`src/rtl/tff_counter_pkg.sv`:
```
// ---------------------------------------------------------------------------
// tff_counter_pkg
//   Shared definitions for the T-flip-flop counter bank.
//   The mode encodings select how the per-bit toggle vector is built:
//     MODE_BANK : each bit toggles on its own t_in request
//     MODE_UP   : synchronous increment (prefix-AND toggle chain)
//     MODE_DOWN : synchronous decrement (prefix-NOR toggle chain)
//     MODE_HOLD : no toggles
// ---------------------------------------------------------------------------
package tff_counter_pkg;

   localparam logic [1:0] MODE_BANK = 2'b00;
   localparam logic [1:0] MODE_UP   = 2'b01;
   localparam logic [1:0] MODE_DOWN = 2'b10;
   localparam logic [1:0] MODE_HOLD = 2'b11;

endpackage : tff_counter_pkg

```
`src/rtl/tff_cell.sv`:
```
// ---------------------------------------------------------------------------
// tff_cell
//   One T flip-flop with synchronous reset value and synchronous parallel
//   load. Priority on each rising edge: rst > load > t.
// Ports
//   clk     in  1  rising-edge clock
//   rst     in  1  synchronous reset, active-high (q <= rst_val)
//   rst_val in  1  value taken on reset
//   load    in  1  synchronous load enable
//   load_d  in  1  value taken on load
//   t       in  1  toggle request
//   q       out 1  cell state
// ---------------------------------------------------------------------------
module tff_cell (
   input  logic clk,
   input  logic rst,
   input  logic rst_val,
   input  logic load,
   input  logic load_d,
   input  logic t,
   output logic q
);

   logic q_reg;

   always_ff @(posedge clk) begin
      if (rst) begin
         q_reg <= rst_val;
      end else if (load) begin
         q_reg <= load_d;
      end else if (t) begin
         q_reg <= ~q_reg;
      end
   end

   assign q = q_reg;

endmodule : tff_cell

```
`src/rtl/tff_counter_bank.sv`:
```
// ---------------------------------------------------------------------------
// tff_counter_bank
//   WIDTH T flip-flop cells sharing one clock. Works as an independent toggle
//   bank or as a synchronous up/down counter, with parallel load, optional
//   saturation at the terminal count and a one-cycle wrap pulse.
// Parameters
//   WIDTH    number of cells / counter bits (>=1)
//   SATURATE 1: hold at the terminal count; 0: modulo-2^WIDTH wrap
//   RST_VAL  value loaded into q on reset
// Ports
//   clk      in  1      rising-edge clock
//   rst      in  1      synchronous reset, active-high
//   en       in  1      global enable (load still honoured when low)
//   mode     in  2      00 BANK, 01 UP, 10 DOWN, 11 HOLD
//   t_in     in  WIDTH  per-bit toggle requests, BANK mode only
//   load     in  1      synchronous parallel load
//   load_val in  WIDTH  value for load
//   q        out WIDTH  cell outputs / count
//   tc       out 1      terminal count (combinational)
//   wrap     out 1      registered pulse: q wrapped on the previous edge
// ---------------------------------------------------------------------------
module tff_counter_bank
   import tff_counter_pkg::*;
#(
   parameter int               WIDTH    = 8,
   parameter bit               SATURATE = 1'b0,
   parameter logic [WIDTH-1:0] RST_VAL  = '0
) (
   input  logic             clk,
   input  logic             rst,
   input  logic             en,
   input  logic [1:0]       mode,
   input  logic [WIDTH-1:0] t_in,
   input  logic             load,
   input  logic [WIDTH-1:0] load_val,
   output logic [WIDTH-1:0] q,
   output logic             tc,
   output logic             wrap
);

   logic [WIDTH-1:0] up_t;
   logic [WIDTH-1:0] dn_t;
   logic [WIDTH-1:0] t_sel;
   logic [WIDTH-1:0] t_gated;
   logic             sat_block;
   logic             wrap_reg;
   logic             wrap_next;

   // Terminal count: the next count step would cross the modulo boundary.
   assign tc = ((mode == MODE_UP)   && (&q)) ||
               ((mode == MODE_DOWN) && (q == '0));

   // Toggle chains: a bit flips on increment when every lower bit is 1,
   // and on decrement when every lower bit is 0. Bit 0 always flips.
   for (genvar gi = 0; gi < WIDTH; gi++) begin : g_chain
      if (gi == 0) begin : g_lsb
         assign up_t[gi] = 1'b1;
         assign dn_t[gi] = 1'b1;
      end else begin : g_upper
         assign up_t[gi] = &q[gi-1:0];
         assign dn_t[gi] = ~|q[gi-1:0];
      end
   end

   always_comb begin
      t_sel = '0;
      case (mode)
         MODE_BANK: t_sel = t_in;
         MODE_UP:   t_sel = up_t;
         MODE_DOWN: t_sel = dn_t;
         default:   t_sel = '0;
      endcase
   end

   // Saturation suppresses every toggle at the boundary so q holds.
   assign sat_block = SATURATE && tc;
   assign t_gated   = (en && !sat_block) ? t_sel : '0;

   for (genvar gi = 0; gi < WIDTH; gi++) begin : g_cell
      tff_cell u_cell (
         .clk     (clk),
         .rst     (rst),
         .rst_val (RST_VAL[gi]),
         .load    (load),
         .load_d  (load_val[gi]),
         .t       (t_gated[gi]),
         .q       (q[gi])
      );
   end

   // A wrap happens exactly when a count step is taken at the terminal
   // count without saturation; tc already implies UP or DOWN mode.
   assign wrap_next = !load && en && tc && !SATURATE;

   always_ff @(posedge clk) begin
      if (rst) begin
         wrap_reg <= 1'b0;
      end else begin
         wrap_reg <= wrap_next;
      end
   end

   assign wrap = wrap_reg;

endmodule : tff_counter_bank

```
`config.mk`:
```
export PLATFORM = sky130hd
export DESIGN_NAME = tff_counter_bank
export DESIGN_NICKNAME = d
export VERILOG_FILES = /design/src/rtl/tff_counter_pkg.sv /design/src/rtl/tff_cell.sv /design/src/rtl/tff_counter_bank.sv
export SDC_FILE = /design/constraint.sdc
export NUM_CORES = 1
export LEC_CHECK = 0
export ABC_AREA = 1
export ABC_CLOCK_PERIOD_IN_PS = 1700
export CAP_MARGIN = 10
export CORE_MARGIN = 2
export CORE_UTILIZATION = 43
export DETAILED_ROUTE_END_ITERATION = 8
export GPL_ROUTABILITY_DRIVEN = 0
export PLACE_DENSITY_LB_ADDON = 0.1
export SETUP_SLACK_MARGIN = 0.02
export SLEW_MARGIN = 20
export SYNTH_ARGS = -nofsm -noshare
export SYNTH_HDL_FRONTEND = slang
export SYNTH_HIERARCHICAL = 1
export SYNTH_SLANG_ARGS = --single-unit
```
`constraint.sdc`:
```
create_clock -name clk -period 1.7 [get_ports clk]
set_input_delay 0.34 -clock clk [delete_from_list [all_inputs] [get_ports clk]]
set_output_delay 0.34 -clock clk [all_outputs]
set_load 0.01 [all_outputs]
```
==> results of run 1 <==
per-stage QoR:
step | hold WS (ns) | cells | worst slack, ns | setup TNS (ns)
2_1_floorplan | 0.4761 | 172 | 0.2659 | 0
3_3_place_gp | 0.7266 | 250 | -0.5149 | -2.980
3_5_place_dp | 0.7399 | 250 | -0.6014 | -3.500
4_1_cts | 0.6611 | 257 | 0.01908 | 0
5_1_grt | 0.6856 | 260 | -0.1031 | -0.1227
6_report | 0.6764 | 260 | -0.01258 | -0.01258
synth_stat cells:
| master | number | area [um2] |
|---|---|---|
| sky130_fd_sc_hd__ha_1 | 4 | 50.05 |
| sky130_fd_sc_hd__inv_1 | 37 | 138.9 |
| sky130_fd_sc_hd__nor2_1 | 25 | 93.84 |
| sky130_fd_sc_hd__a21oi_2 | 1 | 8.760 |
| sky130_fd_sc_hd__conb_1 | 1 | 3.750 |
| sky130_fd_sc_hd__nand3_1 | 13 | 65.06 |
| sky130_fd_sc_hd__edfxtp_1 | 8 | 240.2 |
| sky130_fd_sc_hd__o21ai_0 | 2 | 10.01 |
| sky130_fd_sc_hd__dfxtp_1 | 1 | 20.02 |
| sky130_fd_sc_hd__o21ai_1 | 1 | 5.000 |
| sky130_fd_sc_hd__nor2_4 | 1 | 11.26 |
| sky130_fd_sc_hd__nand3_2 | 2 | 20.02 |
| sky130_fd_sc_hd__clkdlybuf4s15_2 | 1 | 11.26 |
| sky130_fd_sc_hd__nand2_1 | 67 | 251.5 |
| sky130_fd_sc_hd__a21oi_1 | 1 | 5.000 |
routing by layer:
metal,up-vias,track usage [%]
li1,616,-
met1,528,27.22
met2,42,43.20
met3,11,3.571
met4,0,6.757
met5,-,0
worst paths after layout:
kind                                    startpoint  slack, ns            endpoint
worst max-delay path            g_cell[0].u_cell/q      -0.01                  tc
worst min-delay path                            en       0.68                wrap
worst max register to register  g_cell[1].u_cell/q       0.07  g_cell[3].u_cell/q
worst min register to register  g_cell[7].u_cell/q       0.79                wrap
cell families after synthesis:
family                   share of synthesized area (%)
AND/OR/NAND/NOR                                  47.26
buffers and inverters                            16.06
flip-flops                                       27.84
AO/OA/AOI/OAI                                    3.078
adder cells (fa/ha/maj)                          5.355
other                                           0.4012
cells in the final DEF, fill, tap and decap left out, types with 2 or more instances in the layout:
cell type / count
sky130_fd_sc_hd__buf_4: 24
sky130_fd_sc_hd__buf_6: 2
sky130_fd_sc_hd__clkbuf_4: 3
sky130_fd_sc_hd__clkdlybuf4s50_1: 21
sky130_fd_sc_hd__conb_1: 8
sky130_fd_sc_hd__dlygate4sd2_1: 2
sky130_fd_sc_hd__dlymetal6s2s_1: 6
sky130_fd_sc_hd__edfxtp_1: 8
sky130_fd_sc_hd__ha_2: 2
sky130_fd_sc_hd__inv_1: 34
sky130_fd_sc_hd__inv_2: 3
sky130_fd_sc_hd__nand2_1: 65
sky130_fd_sc_hd__nand2_2: 2
sky130_fd_sc_hd__nand3_1: 12
sky130_fd_sc_hd__nand3_2: 2
sky130_fd_sc_hd__nor2_1: 20
sky130_fd_sc_hd__nor2_2: 4
sky130_fd_sc_hd__nor2_4: 2
sky130_fd_sc_hd__o21ai_0: 2
worst reg2reg max path, stage by stage (launching register included):
cell and delay [ns]:
sky130_fd_sc_hd__edfxtp_1 0.40, sky130_fd_sc_hd__buf_4 0.17, sky130_fd_sc_hd__nand3_4 0.09, sky130_fd_sc_hd__buf_4 0.14
sky130_fd_sc_hd__buf_4 0.12, sky130_fd_sc_hd__o21ai_0 0.18, sky130_fd_sc_hd__o21ai_1 0.10, sky130_fd_sc_hd__inv_1 0.07
sky130_fd_sc_hd__nor2_1 0.04, sky130_fd_sc_hd__nand2_1 0.06
what timing repair did:
item,CTS,global route
pin swaps,3,17
hold endpoints to repair,0,0
endpoints found under the setup margin,9,10
resized for setup,10,24
hold buffers,0,0
buffers inserted,3,4
layout make-up:
type                    instances  area (um2)
multi-input cells             125       603.1
repair buffers                 58       535.5
fillers                       153       404.1
flip-flops and latches          9       260.3
inverters                      37       138.9
well taps                      27       33.78
clock buffers                   4       26.28
where the power goes:
| group | switching, mW | internal [mW] | total [mW] |
|---|---|---|---|
| combinational | 0.155 | 0.180 | 0.335 |
| sequential | 0.0204 | 0.267 | 0.288 |
| clock | 0.0901 | 0.0908 | 0.181 |
==> impl_results.html, run 1 <==
<table>
<tr><th>Metric</th><th>Value</th></tr>
<tr><th colspan="2">Floorplan</th></tr>
<tr><td>Die Width</td><td>a little over 50 um</td></tr>
<tr><td>Height of the chip</td><td>50.62 um</td></tr>
<tr><td>Row Count</td><td>16</td></tr>
<tr><td>Initial cell density of the core</td><td>between 40 and 50%</td></tr>
<tr><td>Number of ports placed on the die boundary</td><td>32</td></tr>
<tr><td>Core area</td><td>~2000 um2</td></tr>
<tr><td>Die outline area</td><td>between 2000 and 3000 um2</td></tr>
<tr><th colspan="2">Yosys</th></tr>
<tr><td>Post-synthesis sequential area ratio</td><td>27.84%</td></tr>
<tr><td>Per-instance average area after synthesis</td><td>approximately 5.7 um2</td></tr>
<tr><td>Number of storage elements in the synthesis netlist</td><td>9</td></tr>
<tr><td>Number of standard cells after synthesis</td><td>about 170</td></tr>
<tr><td>Synthesized cell area</td><td>between 900 and 1000 um2</td></tr>
<tr><td>Warnings, synthesis</td><td>6</td></tr>
<tr><td>Count of cell types in the netlist</td><td>15</td></tr>
<tr><th colspan="2">Worst setup path</th></tr>
<tr><td>Cell breakdown of the critical path</td><td>nor2_4, nand2_1, nor2_1, nand2_1, nand2_1, buf_2</td></tr>
<tr><td>Biggest cell delay along the critical path</td><td>0.45 ns</td></tr>
<tr><td>Crit path max fanout</td><td>2</td></tr>
<tr><td>Cell family with most CP delay</td><td>simple AND/OR/NAND/NOR gates</td></tr>
<tr><td>Cell count along the critical path</td><td>6</td></tr>
<tr><td>Endpoint type of the worst setup path</td><td>output pin</td></tr>
<tr><td>Most used cell, CP</td><td>sky130_fd_sc_hd__nand2_1</td></tr>
<tr><td>Data arrival time at the worst-slack endpoint</td><td>1.37 ns</td></tr>
<tr><td>Category of the worst setup path launch point</td><td>flip-flop</td></tr>
<tr><td>Critical path buffers and inverters</td><td>1</td></tr>
<tr><td>Setup Crit Path Kind</td><td>flip-flop to output pin</td></tr>
<tr><td>FF-to-FF path depth</td><td>9</td></tr>
<tr><td>Highest-delay cell along the critical path</td><td>sky130_fd_sc_hd__edfxtp_1</td></tr>
<tr><td>Critical Path RT</td><td>1.36 ns</td></tr>
<tr><th colspan="2">STA</th></tr>
<tr><td>Post-layout min period</td><td>between 1.5 and 2 ns</td></tr>
<tr><td>Max Clock Skew</td><td>between 0.001 and 0.0015 ns</td></tr>
<tr><td>Final setup violation count</td><td>1</td></tr>
<tr><td>FMAX</td><td>between 0.5 and 0.6 GHz</td></tr>
<tr><td>Setup repair after global routing missed its margin</td><td>true</td></tr>
<tr><td>Setup ws final</td><td>-0.01258 ns</td></tr>
<tr><td>Final worst path period share</td><td>100.7%</td></tr>
<tr><td>Final Slew Violations</td><td>0</td></tr>
<tr><td>Number of hold-slack violations in the final timing report</td><td>0</td></tr>
<tr><th colspan="2">Route</th></tr>
<tr><td>Met2 wire length</td><td>1462 um</td></tr>
<tr><td>Total number of vias</td><td>about 1200</td></tr>
<tr><td>Routed length on met1</td><td>about 1200 um</td></tr>
<tr><td>Average detailed-routed wire length per instance</td><td>around 11 um</td></tr>
<tr><td>Highest metal layer with signal wires</td><td>met4</td></tr>
<tr><td>DRC violation total after the first TritonRoute iteration</td><td>24</td></tr>
<tr><td>Drt first pass iters</td><td>4</td></tr>
<tr><td>Total routed wirelength</td><td>about 2800 um</td></tr>
<tr><td>Met3 WL post-DR</td><td>133 um</td></tr>
<tr><td>Remaining antenna violation count after routing</td><td>0</td></tr>
<tr><td>Ratio of routed vias to standard cells</td><td>roughly 4.6</td></tr>
<tr><td>Remaining routing DRC violations</td><td>0</td></tr>
<tr><th colspan="2">Place</th></tr>
<tr><td>Number of input and output port buffers inserted</td><td>31</td></tr>
<tr><td>Area after detailed placement</td><td>1464 um2</td></tr>
<tr><td>Detailed placer's ending HPWL</td><td>between 1500 and 2000 um</td></tr>
<tr><th colspan="2">Pwr</th></tr>
<tr><td>Power, Total</td><td>0.8035 mW</td></tr>
<tr><td>Leakage</td><td>around 0.93 nW</td></tr>
<tr><td>Power per cell area</td><td>502.9 nW/um2</td></tr>
<tr><td>Maximum vdd ir drop</td><td>0.3795 mV</td></tr>
<tr><th colspan="2">GRT</th></tr>
<tr><td>First-pass GRT wire length</td><td>about 4600 um</td></tr>
<tr><td>GRT Util Overall</td><td>23.25%</td></tr>
<tr><td>Initial antenna violation count</td><td>0</td></tr>
<tr><td>Total global routing overflow</td><td>0</td></tr>
<tr><td>Largest net degree at the start of global routing</td><td>26</td></tr>
<tr><td>Vias in the first global route</td><td>~1100</td></tr>
<tr><th colspan="2">Finish</th></tr>
<tr><td>Number of flip-flops in the largest register</td><td>8</td></tr>
<tr><td>Core utilization of the finished layout</td><td>between 70% and 80%</td></tr>
<tr><td>Number of antenna repair diodes</td><td>0</td></tr>
<tr><td>Fin area</td><td>1598 um2</td></tr>
<tr><td>Final #Nets</td><td>260</td></tr>
<tr><td>Share of post-route cells with drive strength above 1</td><td>a little over a fifth</td></tr>
<tr><td>Area Overhead vs Synth</td><td>70.95%</td></tr>
<tr><th colspan="2">CTS</th></tr>
<tr><td>Root buffer cell</td><td>sky130_fd_sc_hd__clkbuf_4</td></tr>
<tr><td>Num CTS Buffers</td><td>3</td></tr>
<tr><td>Level count of the clock H-tree</td><td>1</td></tr>
<tr><td>Clock slew at the register clock pins of the worst setup and hold paths</td><td>around 0.070 ns</td></tr>
<tr><td>Clock latency of the later-clocked register in the worst-skew pair</td><td>0.27 ns</td></tr>
<tr><td>Maximum number of buffers from clock root to sink</td><td>2</td></tr>
<tr><td>Clock tree from TritonCTS</td><td>yes</td></tr>
<tr><td>Number of clock sinks</td><td>9</td></tr>
<tr><th colspan="2">Status</th></tr>
<tr><td>Violated checks</td><td>negative setup slack</td></tr>
<tr><td>Run status</td><td>finished with violations</td></tr>
<tr><th colspan="2">Hold path</th></tr>
<tr><td>Cells on Worst Hold Path</td><td>3</td></tr>
<tr><td>Tightest Hold Check Type</td><td>input pin to flip-flop</td></tr>
<tr><th colspan="2">Run</th></tr>
<tr><td>Total of max-cap violations</td><td>0</td></tr>
</table>
Power figures use the tool's default switching activity.
==> run 2: changes to the inputs <==
--- a/config.mk
+++ b/config.mk
@@ -10,9 +10,10 @@
 export CAP_MARGIN = 10
 export CORE_MARGIN = 2
 export CORE_UTILIZATION = 43
+export CTS_CLUSTER_DIAMETER = 100
 export DETAILED_ROUTE_END_ITERATION = 8
 export GPL_ROUTABILITY_DRIVEN = 0
-export PLACE_DENSITY_LB_ADDON = 0.1
+export PLACE_DENSITY_LB_ADDON = 0.3
 export SETUP_SLACK_MARGIN = 0.02
 export SLEW_MARGIN = 20
 export SYNTH_ARGS = -nofsm -noshare
==> impl_results.html, run 2 (synthesized netlist as in run 1, its figures left out) <==
<table>
<tr><th>Metric</th><th>Value</th></tr>
<tr><th colspan="2">Status</th></tr>
<tr><td>Run status</td><td>finished clean</td></tr>
<tr><th colspan="2">CTS</th></tr>
<tr><td>Maximum number of buffers from clock root to sink</td><td>2 (unchanged)</td></tr>
<tr><td>Clock tree from TritonCTS</td><td>yes</td></tr>
<tr><td>Clock slew at the register clock pins of the worst setup and hold paths</td><td>0.07 ns (about the same)</td></tr>
<tr><td>Root buffer cell</td><td>sky130_fd_sc_hd__clkbuf_4</td></tr>
<tr><td>Hold_buf cts</td><td>0 (unchanged)</td></tr>
<tr><td>Clock latency of the later-clocked register in the worst-skew pair</td><td>0.27 ns (about the same)</td></tr>
<tr><td>Num CTS Buffers</td><td>3 (unchanged)</td></tr>
<tr><td>Number of clock sinks</td><td>9 (unchanged)</td></tr>
<tr><td>Level count of the clock H-tree</td><td>1 (unchanged)</td></tr>
<tr><th colspan="2">Worst setup path</th></tr>
<tr><td>Minimum setup slack among reg-to-reg paths</td><td>0.14 ns (+0.07 ns)</td></tr>
<tr><td>Crit path max fanout</td><td>3 (+1)</td></tr>
<tr><td>Data arrival time at the worst-slack endpoint</td><td>1.32 ns (-0.05 ns)</td></tr>
<tr><td>Endpoint type of the worst setup path</td><td>output pin</td></tr>
<tr><td>Critical Path RT</td><td>1.36 ns (about the same)</td></tr>
<tr><td>Setup Crit Path Kind</td><td>flip-flop to output pin</td></tr>
<tr><td>Category of the worst setup path launch point</td><td>flip-flop</td></tr>
<tr><th colspan="2">Floorplan</th></tr>
<tr><td>Height of the chip</td><td>50.62 um (unchanged)</td></tr>
<tr><td>Die outline area</td><td>2562 um2 (unchanged)</td></tr>
<tr><td>Initial cell density of the core</td><td>46.69% (unchanged)</td></tr>
<tr><td>Row Count</td><td>16 (unchanged)</td></tr>
<tr><td>Die Width</td><td>50.62 um (unchanged)</td></tr>
<tr><td>Core area</td><td>2002 um2 (unchanged)</td></tr>
<tr><td>Number of ports placed on the die boundary</td><td>32 (unchanged)</td></tr>
<tr><th colspan="2">STA</th></tr>
<tr><td>Final setup violation count</td><td>0 (-1)</td></tr>
<tr><td>Max Clock Skew</td><td>0.005325 ns (+0.004316 ns)</td></tr>
<tr><td>Number of hold-slack violations in the final timing report</td><td>0 (unchanged)</td></tr>
<tr><td>Post-layout min period</td><td>1.664 ns (-0.04885 ns)</td></tr>
<tr><td>Setup repair after global routing missed its margin</td><td>true</td></tr>
<tr><td>Final Slew Violations</td><td>0 (unchanged)</td></tr>
<tr><td>Final worst path period share</td><td>97.87% (-2.9 points)</td></tr>
<tr><td>FMAX</td><td>0.6011 GHz (+2.9%)</td></tr>
<tr><td>Setup ws final</td><td>0.03627 ns (+0.04885 ns)</td></tr>
<tr><th colspan="2">Pwr</th></tr>
<tr><td>Leakage</td><td>0.9391 nW (+0.54%)</td></tr>
<tr><td>Power per cell area</td><td>499.5 nW/um2 (-0.68%)</td></tr>
<tr><td>Maximum vdd ir drop</td><td>0.3949 mV (+4.1%)</td></tr>
<tr><th colspan="2">Finish</th></tr>
<tr><td>Number of flip-flops in the largest register</td><td>8 (unchanged)</td></tr>
<tr><td>Final #Nets</td><td>261 (+0.38%)</td></tr>
<tr><td>Leading cell type in the layout, fill and taps excluded</td><td>sky130_fd_sc_hd__nand2_1</td></tr>
<tr><td>Commonest cells after routing, fill and taps aside</td><td>sky130_fd_sc_hd__nand2_1 (67), sky130_fd_sc_hd__inv_1 (36), sky130_fd_sc_hd__buf_4 (26), sky130_fd_sc_hd__nor2_1 (22), sky130_fd_sc_hd__clkdlybuf4s50_1 (21)</td></tr>
<tr><td>Area Overhead vs Synth</td><td>69.21%</td></tr>
<tr><td>Share of post-route cells with drive strength above 1</td><td>18.80% (-2.7 points)</td></tr>
<tr><td>Number of antenna repair diodes</td><td>0 (unchanged)</td></tr>
<tr><td>Final standard cell count with taps included and fillers excluded</td><td>261 (+0.38%)</td></tr>
<tr><td>Core utilization of the finished layout</td><td>79.00% (-0.81 points)</td></tr>
<tr><th colspan="2">Place</th></tr>
<tr><td>Detailed placer's ending HPWL</td><td>1948 um (-1.6%)</td></tr>
<tr><td>Setup WS pre-CTS</td><td>-0.6322 ns (-0.03079 ns)</td></tr>
<tr><td>Placed cells</td><td>252 (+0.80%)</td></tr>
<tr><td>Number of input and output port buffers inserted</td><td>31 (unchanged)</td></tr>
<tr><th colspan="2">Route</th></tr>
<tr><td>Ratio of routed vias to standard cells</td><td>4.548 (-1.2%)</td></tr>
<tr><td>Drt first pass iters</td><td>4 (unchanged)</td></tr>
<tr><td>Remaining antenna violation count after routing</td><td>0 (unchanged)</td></tr>
<tr><td>DRC violation total after the first TritonRoute iteration</td><td>33 (+38%)</td></tr>
<tr><td>Total number of vias</td><td>1187 (-0.84%)</td></tr>
<tr><td>Total routed wirelength</td><td>2696 um (-4.6%)</td></tr>
<tr><td>Average detailed-routed wire length per instance</td><td>10.33 um (-5.0%)</td></tr>
<tr><td>Remaining routing DRC violations</td><td>0 (unchanged)</td></tr>
<tr><th colspan="2">GRT</th></tr>
<tr><td>Initial antenna violation count</td><td>0 (unchanged)</td></tr>
<tr><td>First-pass GRT wire length</td><td>4540 um (-0.44%)</td></tr>
<tr><td>Largest net degree at the start of global routing</td><td>26 (unchanged)</td></tr>
<tr><td>GRT Util Overall</td><td>22.92% (-0.33 points)</td></tr>
<tr><td>Vias in the first global route</td><td>1178 (+3.4%)</td></tr>
<tr><td>Total global routing overflow</td><td>0 (unchanged)</td></tr>
<tr><th colspan="2">Hold path</th></tr>
<tr><td>Tightest Hold Check Type</td><td>input pin to flip-flop</td></tr>
<tr><th colspan="2">Run</th></tr>
<tr><td>Total of max-cap violations</td><td>0 (unchanged)</td></tr>
</table>
-- run 2: cell types whose count changed in the layout (fill, tap and decap cells not counted), moves of 2 or more --
cell / previous run / this run
sky130_fd_sc_hd__nor2_1: 20 / 22
sky130_fd_sc_hd__inv_2: 3 / 1
sky130_fd_sc_hd__nand2_2: 2 / 0
sky130_fd_sc_hd__inv_1: 34 / 36
sky130_fd_sc_hd__nand2_1: 65 / 67
sky130_fd_sc_hd__buf_4: 24 / 26
-- run 2: routing by layer --
metal	share of wire, %	vias up	routed length [um]	global-route usage (%)
met5	0	-	0	0
met4	0.30	0	8	6.306
met3	5.5	2	149	3.869
met2	53	39	1431	42.98
met1	41	530	1106	26.43
li1	-	616	-	-
-- run 2: worst max-delay path: stages (launching register included) --
cell                       delay (ns)
sky130_fd_sc_hd__edfxtp_1        0.43
sky130_fd_sc_hd__nor2_2          0.17
sky130_fd_sc_hd__nand2_1         0.07
sky130_fd_sc_hd__nor2_1          0.12
sky130_fd_sc_hd__nand2_1         0.08
sky130_fd_sc_hd__nand2_1         0.06
sky130_fd_sc_hd__buf_2           0.12
-- run 2: area by class of cell --
class / count / area [um2]
fill: 146 / 420.4
clock buffer: 4 / 26.28
tap: 27 / 33.78
multi-input combinational: 125 / 583.1
sequential: 9 / 260.3
inverter: 37 / 138.9
timing repair buffer: 59 / 539.3
-- run 2: stage by stage --
stage                     hold slack [ns]  total power, mW  area, um2  TNS (ns)
after CTS                          0.6463           0.7786       1534         0
after global placement             0.7230           0.5844       1479    -2.977
after floorplan                    0.4761           0.4077      960.9         0
after detailed placement           0.7347           0.5952       1479    -3.542
after global routing               0.6765           0.8500       1582  -0.04993
final                              0.6618           0.7899       1582         0
-- run 2: worst paths after layout --
path              cells after the start                  to               start
setup reg to reg                     11  g_cell[7].u_cell/q  g_cell[0].u_cell/q
hold reg to reg                       4                wrap  g_cell[7].u_cell/q
setup / recovery                      6                  tc  g_cell[4].u_cell/q
hold / removal                        3                wrap                  en
-- run 2: what timing repair did --
item	4_1_cts	5_1_grt
resized for setup	12	14
cloned	0	0
pin swaps	1	6
endpoints found under the setup margin	10	15
buffers inserted	2	3
-- run 2: power by group --
group	internal, mW	switching (mW)
clock network	0.0909	0.0880
registers	0.267	0.0182
logic	0.175	0.150
